===== src/rtl/mc_ctrl_pkg.sv =====
// Shared constants, state encoding and control bundle
// for the multi-cycle MIPS control unit.
package mc_ctrl_pkg;

  localparam logic [5:0] OP_R    = 6'h00;
  localparam logic [5:0] OP_J    = 6'h02;
  localparam logic [5:0] OP_JAL  = 6'h03;
  localparam logic [5:0] OP_BEQ  = 6'h04;
  localparam logic [5:0] OP_BNE  = 6'h05;
  localparam logic [5:0] OP_ADDI = 6'h08;
  localparam logic [5:0] OP_SLTI = 6'h0A;
  localparam logic [5:0] OP_LW   = 6'h23;
  localparam logic [5:0] OP_SW   = 6'h2B;

  localparam logic [5:0] F_JR  = 6'h08;
  localparam logic [5:0] F_ADD = 6'h20;
  localparam logic [5:0] F_SUB = 6'h22;
  localparam logic [5:0] F_AND = 6'h24;
  localparam logic [5:0] F_OR  = 6'h25;
  localparam logic [5:0] F_SLT = 6'h2A;

  localparam logic [2:0] ALU_ADD = 3'b010;
  localparam logic [2:0] ALU_SUB = 3'b110;
  localparam logic [2:0] ALU_AND = 3'b000;
  localparam logic [2:0] ALU_OR  = 3'b001;
  localparam logic [2:0] ALU_SLT = 3'b111;

  localparam logic [1:0] AOP_ADD = 2'b00;
  localparam logic [1:0] AOP_SUB = 2'b01;
  localparam logic [1:0] AOP_FN  = 2'b10;
  localparam logic [1:0] AOP_SLT = 2'b11;

  localparam logic [1:0] RD_RT = 2'b00;
  localparam logic [1:0] RD_RD = 2'b01;
  localparam logic [1:0] RD_RA = 2'b10;

  localparam logic [1:0] M2R_ALU = 2'b00;
  localparam logic [1:0] M2R_MDR = 2'b01;
  localparam logic [1:0] M2R_PC  = 2'b10;

  localparam logic [1:0] SRCB_B   = 2'b00;
  localparam logic [1:0] SRCB_4   = 2'b01;
  localparam logic [1:0] SRCB_IMM = 2'b10;
  localparam logic [1:0] SRCB_BR  = 2'b11;

  localparam logic [1:0] PC_ALU = 2'b00;
  localparam logic [1:0] PC_JMP = 2'b01;
  localparam logic [1:0] PC_OUT = 2'b10;
  localparam logic [1:0] PC_A   = 2'b11;

  typedef enum logic [3:0] {
    S_RST, S_FETCH, S_DECODE, S_MEM_ADDR,
    S_MEM_READ, S_MEM_WB, S_MEM_WRITE,
    S_R_EXEC, S_R_WB, S_BRANCH,
    S_I_EXEC, S_I_WB, S_JUMP, S_JAL, S_JR
  } state_e;

  typedef struct packed {
    logic       iord;
    logic       mem_read;
    logic       mem_write;
    logic       ir_write;
    logic [1:0] reg_dst;
    logic [1:0] mem_to_reg;
    logic       reg_write;
    logic       alu_src_a;
    logic [1:0] alu_src_b;
    logic       alu_en;
    logic [1:0] alu_op;
    logic [1:0] pc_src;
    logic       pc_write;
    logic       pc_write_cond;
    logic       is_bne;
    logic       jmp;
    logic       jr;
  } ctrl_t;

  function automatic logic is_rfn(input logic [5:0] fn);
    return (fn == F_ADD) || (fn == F_SUB) || (fn == F_AND) ||
           (fn == F_OR)  || (fn == F_SLT);
  endfunction

  // Opcode is only consulted for states entered from DECODE or later.
  function automatic ctrl_t dec_ctrl(input state_e s,
                                     input logic [5:0] op);
    ctrl_t c;
    c = '0;
    case (s)
      S_FETCH: begin
        c.mem_read  = 1'b1;
        c.ir_write  = 1'b1;
        c.alu_src_b = SRCB_4;
        c.alu_en    = 1'b1;
        c.alu_op    = AOP_ADD;
        c.pc_src    = PC_ALU;
        c.pc_write  = 1'b1;
      end
      S_DECODE: begin
        c.alu_src_b = SRCB_BR;
        c.alu_en    = 1'b1;
      end
      S_MEM_ADDR: begin
        c.alu_src_a = 1'b1;
        c.alu_src_b = SRCB_IMM;
        c.alu_en    = 1'b1;
      end
      S_MEM_READ: begin
        c.iord     = 1'b1;
        c.mem_read = 1'b1;
      end
      S_MEM_WB: begin
        c.reg_dst    = RD_RT;
        c.mem_to_reg = M2R_MDR;
        c.reg_write  = 1'b1;
      end
      S_MEM_WRITE: begin
        c.iord      = 1'b1;
        c.mem_write = 1'b1;
      end
      S_R_EXEC: begin
        c.alu_src_a = 1'b1;
        c.alu_src_b = SRCB_B;
        c.alu_en    = 1'b1;
        c.alu_op    = AOP_FN;
      end
      S_R_WB: begin
        c.reg_dst   = RD_RD;
        c.reg_write = 1'b1;
      end
      S_BRANCH: begin
        c.alu_src_a     = 1'b1;
        c.alu_en        = 1'b1;
        c.alu_op        = AOP_SUB;
        c.pc_src        = PC_OUT;
        c.pc_write_cond = 1'b1;
        c.is_bne        = (op == OP_BNE);
      end
      S_I_EXEC: begin
        c.alu_src_a = 1'b1;
        c.alu_src_b = SRCB_IMM;
        c.alu_en    = 1'b1;
        c.alu_op    = (op == OP_SLTI) ? AOP_SLT : AOP_ADD;
      end
      S_I_WB: c.reg_write = 1'b1;
      S_JUMP: begin
        c.pc_src   = PC_JMP;
        c.pc_write = 1'b1;
        c.jmp      = 1'b1;
      end
      S_JAL: begin
        c.pc_src     = PC_JMP;
        c.pc_write   = 1'b1;
        c.jmp        = 1'b1;
        c.reg_dst    = RD_RA;
        c.mem_to_reg = M2R_PC;
        c.reg_write  = 1'b1;
      end
      S_JR: begin
        c.pc_src   = PC_A;
        c.pc_write = 1'b1;
        c.jr       = 1'b1;
      end
      default: c = '0;
    endcase
    return c;
  endfunction

endpackage


===== src/rtl/mc_controller_if.sv =====
// Controller <-> datapath bundle: IR fields and zero in,
// every datapath select/enable and the fetch counter out.
interface mc_controller_if #(
  parameter int CNT_W = 32
);
  logic [5:0]       opcode;
  logic [5:0]       funct;
  logic             zero;
  logic             IorD;
  logic             mem_read;
  logic             mem_write;
  logic             ir_write;
  logic [1:0]       reg_dst;
  logic [1:0]       mem_to_reg;
  logic             reg_write;
  logic             alu_src_a;
  logic [1:0]       alu_src_b;
  logic [2:0]       alu_ctrl;
  logic [1:0]       pc_src;
  logic             pc_write;
  logic             pc_write_cond;
  logic             pc_en;
  logic             jmp;
  logic             jr;
  logic             illegal_op;
  logic [CNT_W-1:0] instr_count;

  modport master (
    input  opcode, funct, zero,
    output IorD, mem_read, mem_write, ir_write,
    output reg_dst, mem_to_reg, reg_write,
    output alu_src_a, alu_src_b, alu_ctrl,
    output pc_src, pc_write, pc_write_cond, pc_en,
    output jmp, jr, illegal_op, instr_count
  );

  modport slave (
    output opcode, funct, zero,
    input  IorD, mem_read, mem_write, ir_write,
    input  reg_dst, mem_to_reg, reg_write,
    input  alu_src_a, alu_src_b, alu_ctrl,
    input  pc_src, pc_write, pc_write_cond, pc_en,
    input  jmp, jr, illegal_op, instr_count
  );
endinterface


===== src/rtl/alu_decoder.sv =====
// Maps the FSM's alu_op class plus R-type funct
// onto the 3-bit ALU operation select.
module alu_decoder
  import mc_ctrl_pkg::*;
(
  input  logic [1:0] i_alu_op,
  input  logic [5:0] i_funct,
  output logic [2:0] o_alu_ctrl
);

  always_comb begin
    o_alu_ctrl = ALU_ADD;
    case (i_alu_op)
      AOP_ADD: o_alu_ctrl = ALU_ADD;
      AOP_SUB: o_alu_ctrl = ALU_SUB;
      AOP_SLT: o_alu_ctrl = ALU_SLT;
      default: begin
        case (i_funct)
          F_SUB:   o_alu_ctrl = ALU_SUB;
          F_AND:   o_alu_ctrl = ALU_AND;
          F_OR:    o_alu_ctrl = ALU_OR;
          F_SLT:   o_alu_ctrl = ALU_SLT;
          default: o_alu_ctrl = ALU_ADD;
        endcase
      end
    endcase
  end

endmodule


===== src/rtl/mc_controller.sv =====
// Multi-cycle MIPS control FSM: registered Moore controls,
// Mealy pc_en on zero, DECODE-time illegal_op pulse.
module mc_controller
  import mc_ctrl_pkg::*;
#(
  parameter int CNT_W = 32
) (
  input  logic           clk,
  input  logic           rst,
  mc_controller_if.master bus
);

  state_e           r_state;
  state_e           w_nxt;
  ctrl_t            r_ctl;
  logic [CNT_W-1:0] r_cnt;
  logic             w_illegal;
  logic [2:0]       w_alu;

  always_comb begin
    w_nxt     = S_FETCH;
    w_illegal = 1'b0;
    case (r_state)
      S_RST:      w_nxt = S_FETCH;
      S_FETCH:    w_nxt = S_DECODE;
      S_DECODE: begin
        unique case (1'b1)
          (bus.opcode == OP_LW) || (bus.opcode == OP_SW):
            w_nxt = S_MEM_ADDR;
          (bus.opcode == OP_R) && (bus.funct == F_JR):
            w_nxt = S_JR;
          (bus.opcode == OP_R) && is_rfn(bus.funct):
            w_nxt = S_R_EXEC;
          (bus.opcode == OP_BEQ) || (bus.opcode == OP_BNE):
            w_nxt = S_BRANCH;
          (bus.opcode == OP_ADDI) || (bus.opcode == OP_SLTI):
            w_nxt = S_I_EXEC;
          (bus.opcode == OP_J):
            w_nxt = S_JUMP;
          (bus.opcode == OP_JAL):
            w_nxt = S_JAL;
          default: begin
            w_nxt     = S_FETCH;
            w_illegal = 1'b1;
          end
        endcase
      end
      S_MEM_ADDR:
        w_nxt = (bus.opcode == OP_LW) ? S_MEM_READ : S_MEM_WRITE;
      S_MEM_READ: w_nxt = S_MEM_WB;
      S_R_EXEC:   w_nxt = S_R_WB;
      S_I_EXEC:   w_nxt = S_I_WB;
      default:    w_nxt = S_FETCH;
    endcase
  end

  // Controls are precomputed for the next state so they leave flops.
  always_ff @(posedge clk or negedge rst) begin
    if (!rst) begin
      r_state <= S_RST;
      r_ctl   <= '0;
      r_cnt   <= '0;
    end else begin
      r_state <= w_nxt;
      r_ctl   <= dec_ctrl(w_nxt, bus.opcode);
      if (r_state == S_FETCH)
        r_cnt <= r_cnt + 1'b1;
    end
  end

  alu_decoder u_alu_dec (
    .i_alu_op   (r_ctl.alu_op),
    .i_funct    (bus.funct),
    .o_alu_ctrl (w_alu)
  );

  assign bus.IorD          = r_ctl.iord;
  assign bus.mem_read      = r_ctl.mem_read;
  assign bus.mem_write     = r_ctl.mem_write;
  assign bus.ir_write      = r_ctl.ir_write;
  assign bus.reg_dst       = r_ctl.reg_dst;
  assign bus.mem_to_reg    = r_ctl.mem_to_reg;
  assign bus.reg_write     = r_ctl.reg_write;
  assign bus.alu_src_a     = r_ctl.alu_src_a;
  assign bus.alu_src_b     = r_ctl.alu_src_b;
  assign bus.alu_ctrl      = r_ctl.alu_en ? w_alu : 3'b000;
  assign bus.pc_src        = r_ctl.pc_src;
  assign bus.pc_write      = r_ctl.pc_write;
  assign bus.pc_write_cond = r_ctl.pc_write_cond;
  assign bus.pc_en         = r_ctl.pc_write |
                             (r_ctl.pc_write_cond &
                              (bus.zero ^ r_ctl.is_bne));
  assign bus.jmp           = r_ctl.jmp;
  assign bus.jr            = r_ctl.jr;
  assign bus.illegal_op    = w_illegal;
  assign bus.instr_count   = r_cnt;

endmodule


===== src/flat_wrapper.sv =====
// flat-port wrapper written by rule: the top's interface ports become plain ports
module mc_controller_flat import mc_ctrl_pkg::*;
#(
  parameter int CNT_W = 32
)
  (clk, rst, bus_opcode, bus_funct, bus_zero, bus_IorD, bus_mem_read, bus_mem_write, bus_ir_write, bus_reg_dst, bus_mem_to_reg, bus_reg_write, bus_alu_src_a, bus_alu_src_b, bus_alu_ctrl, bus_pc_src, bus_pc_write, bus_pc_write_cond, bus_pc_en, bus_jmp, bus_jr, bus_illegal_op, bus_instr_count);
  mc_controller_if #(.CNT_W(CNT_W)) bus_i ();
  input  logic clk;
  input  logic rst;
  input wire logic [$bits(bus_i.opcode)-1:0] bus_opcode;
  input wire logic [$bits(bus_i.funct)-1:0] bus_funct;
  input wire logic [$bits(bus_i.zero)-1:0] bus_zero;
  output wire logic [$bits(bus_i.IorD)-1:0] bus_IorD;
  output wire logic [$bits(bus_i.mem_read)-1:0] bus_mem_read;
  output wire logic [$bits(bus_i.mem_write)-1:0] bus_mem_write;
  output wire logic [$bits(bus_i.ir_write)-1:0] bus_ir_write;
  output wire logic [$bits(bus_i.reg_dst)-1:0] bus_reg_dst;
  output wire logic [$bits(bus_i.mem_to_reg)-1:0] bus_mem_to_reg;
  output wire logic [$bits(bus_i.reg_write)-1:0] bus_reg_write;
  output wire logic [$bits(bus_i.alu_src_a)-1:0] bus_alu_src_a;
  output wire logic [$bits(bus_i.alu_src_b)-1:0] bus_alu_src_b;
  output wire logic [$bits(bus_i.alu_ctrl)-1:0] bus_alu_ctrl;
  output wire logic [$bits(bus_i.pc_src)-1:0] bus_pc_src;
  output wire logic [$bits(bus_i.pc_write)-1:0] bus_pc_write;
  output wire logic [$bits(bus_i.pc_write_cond)-1:0] bus_pc_write_cond;
  output wire logic [$bits(bus_i.pc_en)-1:0] bus_pc_en;
  output wire logic [$bits(bus_i.jmp)-1:0] bus_jmp;
  output wire logic [$bits(bus_i.jr)-1:0] bus_jr;
  output wire logic [$bits(bus_i.illegal_op)-1:0] bus_illegal_op;
  output wire logic [$bits(bus_i.instr_count)-1:0] bus_instr_count;
  assign bus_i.opcode = bus_opcode;
  assign bus_i.funct = bus_funct;
  assign bus_i.zero = bus_zero;
  assign bus_IorD = bus_i.IorD;
  assign bus_mem_read = bus_i.mem_read;
  assign bus_mem_write = bus_i.mem_write;
  assign bus_ir_write = bus_i.ir_write;
  assign bus_reg_dst = bus_i.reg_dst;
  assign bus_mem_to_reg = bus_i.mem_to_reg;
  assign bus_reg_write = bus_i.reg_write;
  assign bus_alu_src_a = bus_i.alu_src_a;
  assign bus_alu_src_b = bus_i.alu_src_b;
  assign bus_alu_ctrl = bus_i.alu_ctrl;
  assign bus_pc_src = bus_i.pc_src;
  assign bus_pc_write = bus_i.pc_write;
  assign bus_pc_write_cond = bus_i.pc_write_cond;
  assign bus_pc_en = bus_i.pc_en;
  assign bus_jmp = bus_i.jmp;
  assign bus_jr = bus_i.jr;
  assign bus_illegal_op = bus_i.illegal_op;
  assign bus_instr_count = bus_i.instr_count;
  mc_controller #(.CNT_W(CNT_W)) u_core (.clk(clk), .rst(rst), .bus(bus_i));
endmodule

===== config.mk =====
export PLATFORM = sky130hd
export DESIGN_NAME = mc_controller_flat
export DESIGN_NICKNAME = d
export VERILOG_FILES = /design/src/rtl/mc_ctrl_pkg.sv /design/src/rtl/mc_controller_if.sv /design/src/rtl/alu_decoder.sv /design/src/rtl/mc_controller.sv /design/src/flat_wrapper.sv
export SDC_FILE = /design/constraint.sdc
export NUM_CORES = 1
export LEC_CHECK = 0
export ABC_AREA = 1
export CAP_MARGIN = 15
export CORE_ASPECT_RATIO = 0.75
export CORE_MARGIN = 5
export CORE_UTILIZATION = 30
export CTS_CLUSTER_DIAMETER = 60
export DETAILED_ROUTE_END_ITERATION = 16
export SLEW_MARGIN = 20
export SYNTH_ARGS = -nofsm -noshare
export SYNTH_HDL_FRONTEND = slang
export SYNTH_SLANG_ARGS = --single-unit
export TNS_END_PERCENT = 20

===== constraint.sdc =====
create_clock -name clk -period 3.3 [get_ports clk]
set_clock_uncertainty 0.05 [all_clocks]
set_input_delay 0.33 -clock clk [delete_from_list [all_inputs] [get_ports clk]]
set_output_delay 0.33 -clock clk [all_outputs]
set_load 0.1 [all_outputs]

==> results of run 1 <==
## area by class of cell
type	count	area [µm²]	area share, %
sequential	57	1430	35.9
multi-input combinational	225	1240	31.2
timing repair buffer	70	676	17.0
clock buffer	11	243	6.11
inverter	51	191	4.82
tap	132	165	4.16
clock inverter	5	31.3	0.787
## worst reg2reg max path, cell delays in order, from the launching register on
cell	delay, ns
dfrtp_1	0.42
nor2_2	0.20
nand3_4	0.18
nor2_4	0.16
nand3_4	0.11
nor3_4	0.32
nand4_1	0.30
nor2_1	0.20
xor2_1	0.16
## kinds of logic (layout without fill, tap and decap cells)
family                     Yosys count  after routing  share of synthesized area (%)
adders and majority gates            1              1                          0.429
DFF                                 57             57                           48.9
xor gates and xnor gates            30             30                           9.00
and+or+nand+nor                    182            182                           30.7
buffers and inverters               59            137                           8.62
AOI/OAI and AO/OA                   12             12                           2.36
## report_power, final
group | internal, µW | total (µW) | leakage [µW] | switching (µW)
combinational | 373 | 1700 | 0.000987 | 1320
sequential | 838 | 946 | 0.000769 | 108
clock | 524 | 842 | 0.000135 | 317
total | 1740 | 3480 | 0.00189 | 1750
## through the flow
| stage | util, % | power (µW) | worst slack, ns |
|---|---|---|---|
| 3_5_place_dp | 38.6 | 2660 | 0.887 |
| 3_3_place_gp | 38.6 | 2660 | 0.913 |
| 5_1_grt | 41.5 | 3680 | 0.812 |
| 4_1_cts | 41.5 | 3520 | 0.879 |
| 2_1_floorplan | - | 2270 | 0.470 |
| 6_report | 41.5 | 3480 | 0.904 |
## routing by layer
layer / vias up / track usage, % / share of wire, %
met5: - / 0 / 0
met4: 0 / 2.73 / 0.56
met3: 2 / 4.39 / 6.8
met2: 74 / 17.5 / 42
met1: 1136 / 19.3 / 51
li1: 1240 / - / -
## cells in the final DEF, fill, tap and decap left out, types with 5 or more instances in the layout
master | Yosys | layout
nand2_1 | 61 | 61
clkdlybuf4s50_1 | 0 | 61
dfrtp_1 | 57 | 57
inv_1 | 50 | 50
nor2_1 | 44 | 44
nand3_1 | 26 | 26
xor2_1 | 20 | 20
nor3_1 | 16 | 16
nand4_1 | 15 | 15
xnor2_1 | 10 | 10
clkbuf_16 | 0 | 9
buf_4 | 8 | 8
nor2_2 | 5 | 5
## path summary, 6_finish.rpt
path	endpoint	slack, ns	startpoint	depth (start not counted)
min in group clk	u_core.bus.instr_count[31]	0.42	u_core.bus.instr_count[31]	1
worst min register to register	u_core.bus.instr_count[31]	0.42	u_core.bus.instr_count[31]	1
max in group asynchronous	u_core.bus.reg_write	2.39	rst	2
worst max register to register	u_core.bus.instr_count[28]	1.12	u_core.r_state[2]	8
worst max-delay path	bus_instr_count[8]	0.90	u_core.bus.instr_count[8]	1
worst min-delay path	u_core.bus.instr_count[14]	-0.0006	rst	1
==> impl_metrics.toml, run 1 <==
[layout]
antenna_cells = 0
fin_area_um2 = 3970
final_cells = 551
nNetsFinal = 430
syn2layout_area_growth_pct = 36.1
drive_gt1_share_pct = 9.79
largest_reg_flops = 32
n_fill_cell = 937

[cts]
postCtsHoldBufs = 0
cts_tree = "yes"
cts_max_level = 3
path_clk_slew_ns = 0.05
insertion_delay_ns = 0.32
clockRootBuffer = "clkbuf_16"
postCtsSetupRepairBufs = 0
cts_resized = 0
cts_inserted_buffers = 9
cts.sinks = 57
clock_path_buffers = 2

[die]
die_area_um2 = 11800
initial_core_util_pct = 30.5
io_pins = 70
rows = 31
core_um2 = 9580
die_h_um = 95.4
fp.dieW_um = 124

[setup_path]
worst-path-buf-inv = 1
crit_type = "reg -> out"
required_ns = 2.92
cp_max_fo = 6
cp_top_family = "buffers and inverters"
start_kind = "flop"
arrival_ns = 2.02
worstPathCellList = "clkdlybuf4s50_1"
critical-path-max-stage-delay_ns = 1.19
endpoint_kind = "output pin"
critPathSlowestCell = "clkdlybuf4s50_1"

[placed_design]
gp_congestion = 0.855
hpwl_mm = 5.58
dp_cells = 535
placed_area_um2 = 3700
numPortBuffers = 69

[synth]
ys.flop_type = "dfrtp_1"
synth-edff-count = 0
synth_top_area_cell = "dfrtp_1"
synth_most_common_cell = "nand2_1"
synthArstFlopShare_pct = 100
postSynthCellCount = 341
ys_top_cells_by_count = "nand2_1, dfrtp_1, inv_1"
yosys_warnings = 0
ys_ff_latch = 57
seq_area_frac_synth_pct = 48.9
synth_top_area_share_pct = 48.9
synth_area_um2 = 2920
netlist_top_cells_area = "dfrtp_1, nand2_1, inv_1, xor2_1, nor2_1"
synth_cell_types = 29
synth_fp_nets = 357
avgSynthCellArea_um2 = 8.56

[grt]
track_usage_pct = 12.8
grt_pass1_wl_mm = 11.7
gr-total-overflow = 0
grt_pass1_vias = 2361
antenna_found_initial = 0
grt_start_max_net_pins = 33

[timing]
worst_slew_pin_slew_ns = 0.985
hold_slack_ns = -0.000641
drv_slew = 0
fmax_mhz = 417
tns_ns = 0
fin_crit_sh_pct = 72.6
finalSetupViolCount = 0
rsz0062_at_grt = "false"
slew_headroom_pct = 34.1
hold_viol_final = 4
fin_crit_ns = 2.40

[pwr]
p_leak_uw = 0.00189
pwr_density_cell_nw_per_um2 = 876
peakVddDrop_mv = 0.515

[outcome]
run_status = "finished with violations"
violations = "hold timing"

[drt]
dr.pass1.iters = 4
routed_wl_mm = 7.20
drcViolationCount = 0
num_vias = 2452
drt-initial-drc-count = 200
ant_nets = 0
vias_per_cell = 4.45
detail_route.wl_per_cell_um = 13.1

[hold_path]
hold_path_class = "in -> async"

[flow_run]
max_cap_viol_count = 0
No activity file was read; power rests on OpenSTA's default activity.
==> run 2, diff against run 1 <==
- clock period: 3.3 -> 2 ns (I/O delays scaled with it)
==> run 2 against run 1 <==
  * The run ends with setup timing left
  * Sequential power rose by 71%
  * Clock power rose by 82%
  * Utilization up 5.3 points
  * Clock-buffer cell count up 2
  * Global-route usage is 1.2 points higher
  * Hold slack improved by 0.21 ns
  * Register-to-register slack got worse by 1.2 ns
  * Routed wire length up 12%
  * Final cell count grew 9.1%
  * Die area did not move
  * Critical endpoint is now u_core.bus.instr_count[28]
  * Largest cell class unchanged
==> impl_metrics.toml, run 2 (synthesized netlist as in run 1, its figures left out) <==
[die]
io_pins = 70
initial_core_util_pct = 30.5
core_um2 = 9580
fp.dieW_um = 124
rows = 31
die_h_um = 95.4
die_area_um2 = 11800

[pwr]
peakVddDrop_mv = 0.817
combPwrFrac_pct = 52.4
power.share.clock_pct = 23.1
p_leak_uw = 0.00229
swShare_pct = 47.0
power.total_uw = 6620
intPower_uw = 3510
switchingPower_uw = 3110
pwr_density_cell_nw_per_um2 = 1480
seqPwrFrac_pct = 24.5

[setup_path]
start_kind = "flop"
required_ns = 2.19
endpoint_kind = "flop"
setup.worst_path.start = "u_core.r_state[2]"
worstRegToRegCells = 8
critical-path-max-stage-delay_ns = 0.45
reg2reg_to = "u_core.bus.instr_count[28]"
worstPathCellList = "nor2_4 -> nand3_4 -> nor2_4 -> nand3_4 -> nor3_4 -> nand4_1 -> nor2_1 -> xor2_1"
r2r_start = "u_core.r_state[2]"
worst-path-buf-inv = 0
crit_type = "reg -> reg"
cp_max_fo = 7
reg2reg_slack_ns = -0.03
arrival_ns = 2.22
critPathSlowestCell = "dfrtp_2"
cp_top_family = "simple AND/OR/NAND/NOR gates"

[grt]
grt_start_max_net_pins = 38
track_usage_pct = 13.9
grt_pass1_vias = 2584
grt_pass1_wl_mm = 12.6
gr-total-overflow = 0
antenna_found_initial = 0

[layout]
n_fill_cell = 919
final_common_cell = "buf_4"
largest_reg_flops = 32
drive_gt1_share_pct = 38.2
antenna_cells = 0
mostFrequentLayoutCells = "buf_4, nand2_1, inv_1"
syn2layout_area_growth_pct = 53.5
nNetsFinal = 480

[timing]
fin_crit_ns = 2.03
drv_slew = 0
rsz0062_at_grt = "true"
setup_ws_ns = -0.0306
hold_slack_ns = 0.210
hold_viol_final = 0
worst_slew_pin_slew_ns = 0.509
fin_crit_sh_pct = 102
fmax_mhz = 492
slew_headroom_pct = 66.1
finalSetupViolCount = 5

[drt]
vias_per_cell = 4.41
ant_nets = 0
detail_route.wl_per_cell_um = 13.4
dr.pass1.iters = 4
drt-initial-drc-count = 168
num_vias = 2653
routed_wl_mm = 8.05
drcViolationCount = 0

[placed_design]
hpwl_mm = 6.17
numPortBuffers = 69
gp_congestion = 0.876

[outcome]
violations = "setup timing"
run_status = "finished with violations"

[cts]
cts_tree = "yes"
insertion_delay_ns = 0.33
cts_inserted_buffers = 9
cts_max_level = 3
path_clk_slew_ns = 0.05
cts.sinks = 57
clockRootBuffer = "clkbuf_16"
clock_path_buffers = 2

[hold_path]
hold_depth = 4
hold_path_class = "in -> reg"
worstHoldStart = "bus_opcode[3]"
holdPathEnd = "u_core.r_ctl[2]"

[flow_run]
max_cap_viol_count = 0
[run 2: cell types whose count changed in the layout (fill, tap and decap cells not counted), sizes merged]
cell / delta
clkdlybuf4s50: -53
clkinv: -2
buf: +97
clkbuf: +2
dlymetal6s2s: +5
dlygate4sd3: +1
clkinvlp: -1
bufinv: +1
[run 2: worst max path at each step]
| stage | endpoint | cells past startpoint |
|---|---|---|
| after detailed placement | u_core.r_ctl[9] | 14 |
| after CTS | u_core.bus.instr_count[28] | 8 |
| after global routing | u_core.bus.instr_count[28] | 8 |
| after floorplan | bus_alu_ctrl[2] | 6 |
| after global placement | u_core.r_ctl[7] | 12 |
| final | u_core.bus.instr_count[28] | 8 |
[run 2: final cells by class]
class | count | area [µm²] | area share [%]
Sequential cell | 57 | 1460 | 32.6
Timing Repair Buffer | 120 | 1020 | 22.8
Clock inverter | 3 | 40.0 | 0.894
Tap cell | 132 | 165 | 3.69
Multi-Input combinational cell | 225 | 1340 | 30.0
Clock buffer | 13 | 260 | 5.81
Inverter | 51 | 191 | 4.27
[run 2: stage by stage]
step | cell area, µm² | instances | setup WS [ns] | util, % | setup TNS, ns
6_report | 4480 | 601 | -0.0306 | 46.8 | -0.0777
5_1_grt | 4480 | 601 | -0.161 | 46.8 | -1.80
4_1_cts | 4350 | 592 | 0.00769 | 45.4 | 0
3_5_place_dp | 3980 | 571 | -0.245 | 41.5 | -3.13
3_3_place_gp | 3980 | 571 | -0.219 | 41.5 | -1.53
2_1_floorplan | 2970 | 341 | -0.239 | - | -1.96
[run 2: timing repair]
item	in CTS	in global routing
pin swaps	3	13
gates resized for setup	9	22
hold buffers	1	0
hold endpoints to repair	20	0
setup endpoints to repair	1	29
setup buffers	4	9
[run 2: worst register-to-register path, delay by kind of cell (launching register included)]
| family | cells | cell delay, ns |
|---|---|---|
| AND/OR/NAND/NOR | 7 | 1.29 |
| flip-flops | 1 | 0.45 |
| XOR/XNOR | 1 | 0.17 |
[run 2: per-layer routing]
layer  up-vias  wire (µm)  track usage, %
met3        10        377            3.80
met5         -          0               0
met4         0         98            5.10
met1      1242       3990            19.9
met2        60       3580            20.2
li1       1341          -               -
[run 2: power groups by stage]
stage / sequential, µW / combinational [µW] / clock (µW)
3_3_place_gp: 1620 / 3230 / 0
4_1_cts: 1620 / 3360 / 1560
3_5_place_dp: 1630 / 3250 / 0
5_1_grt: 1650 / 3670 / 1610
6_report: 1620 / 3470 / 1530
2_1_floorplan: 2470 / 1340 / 0
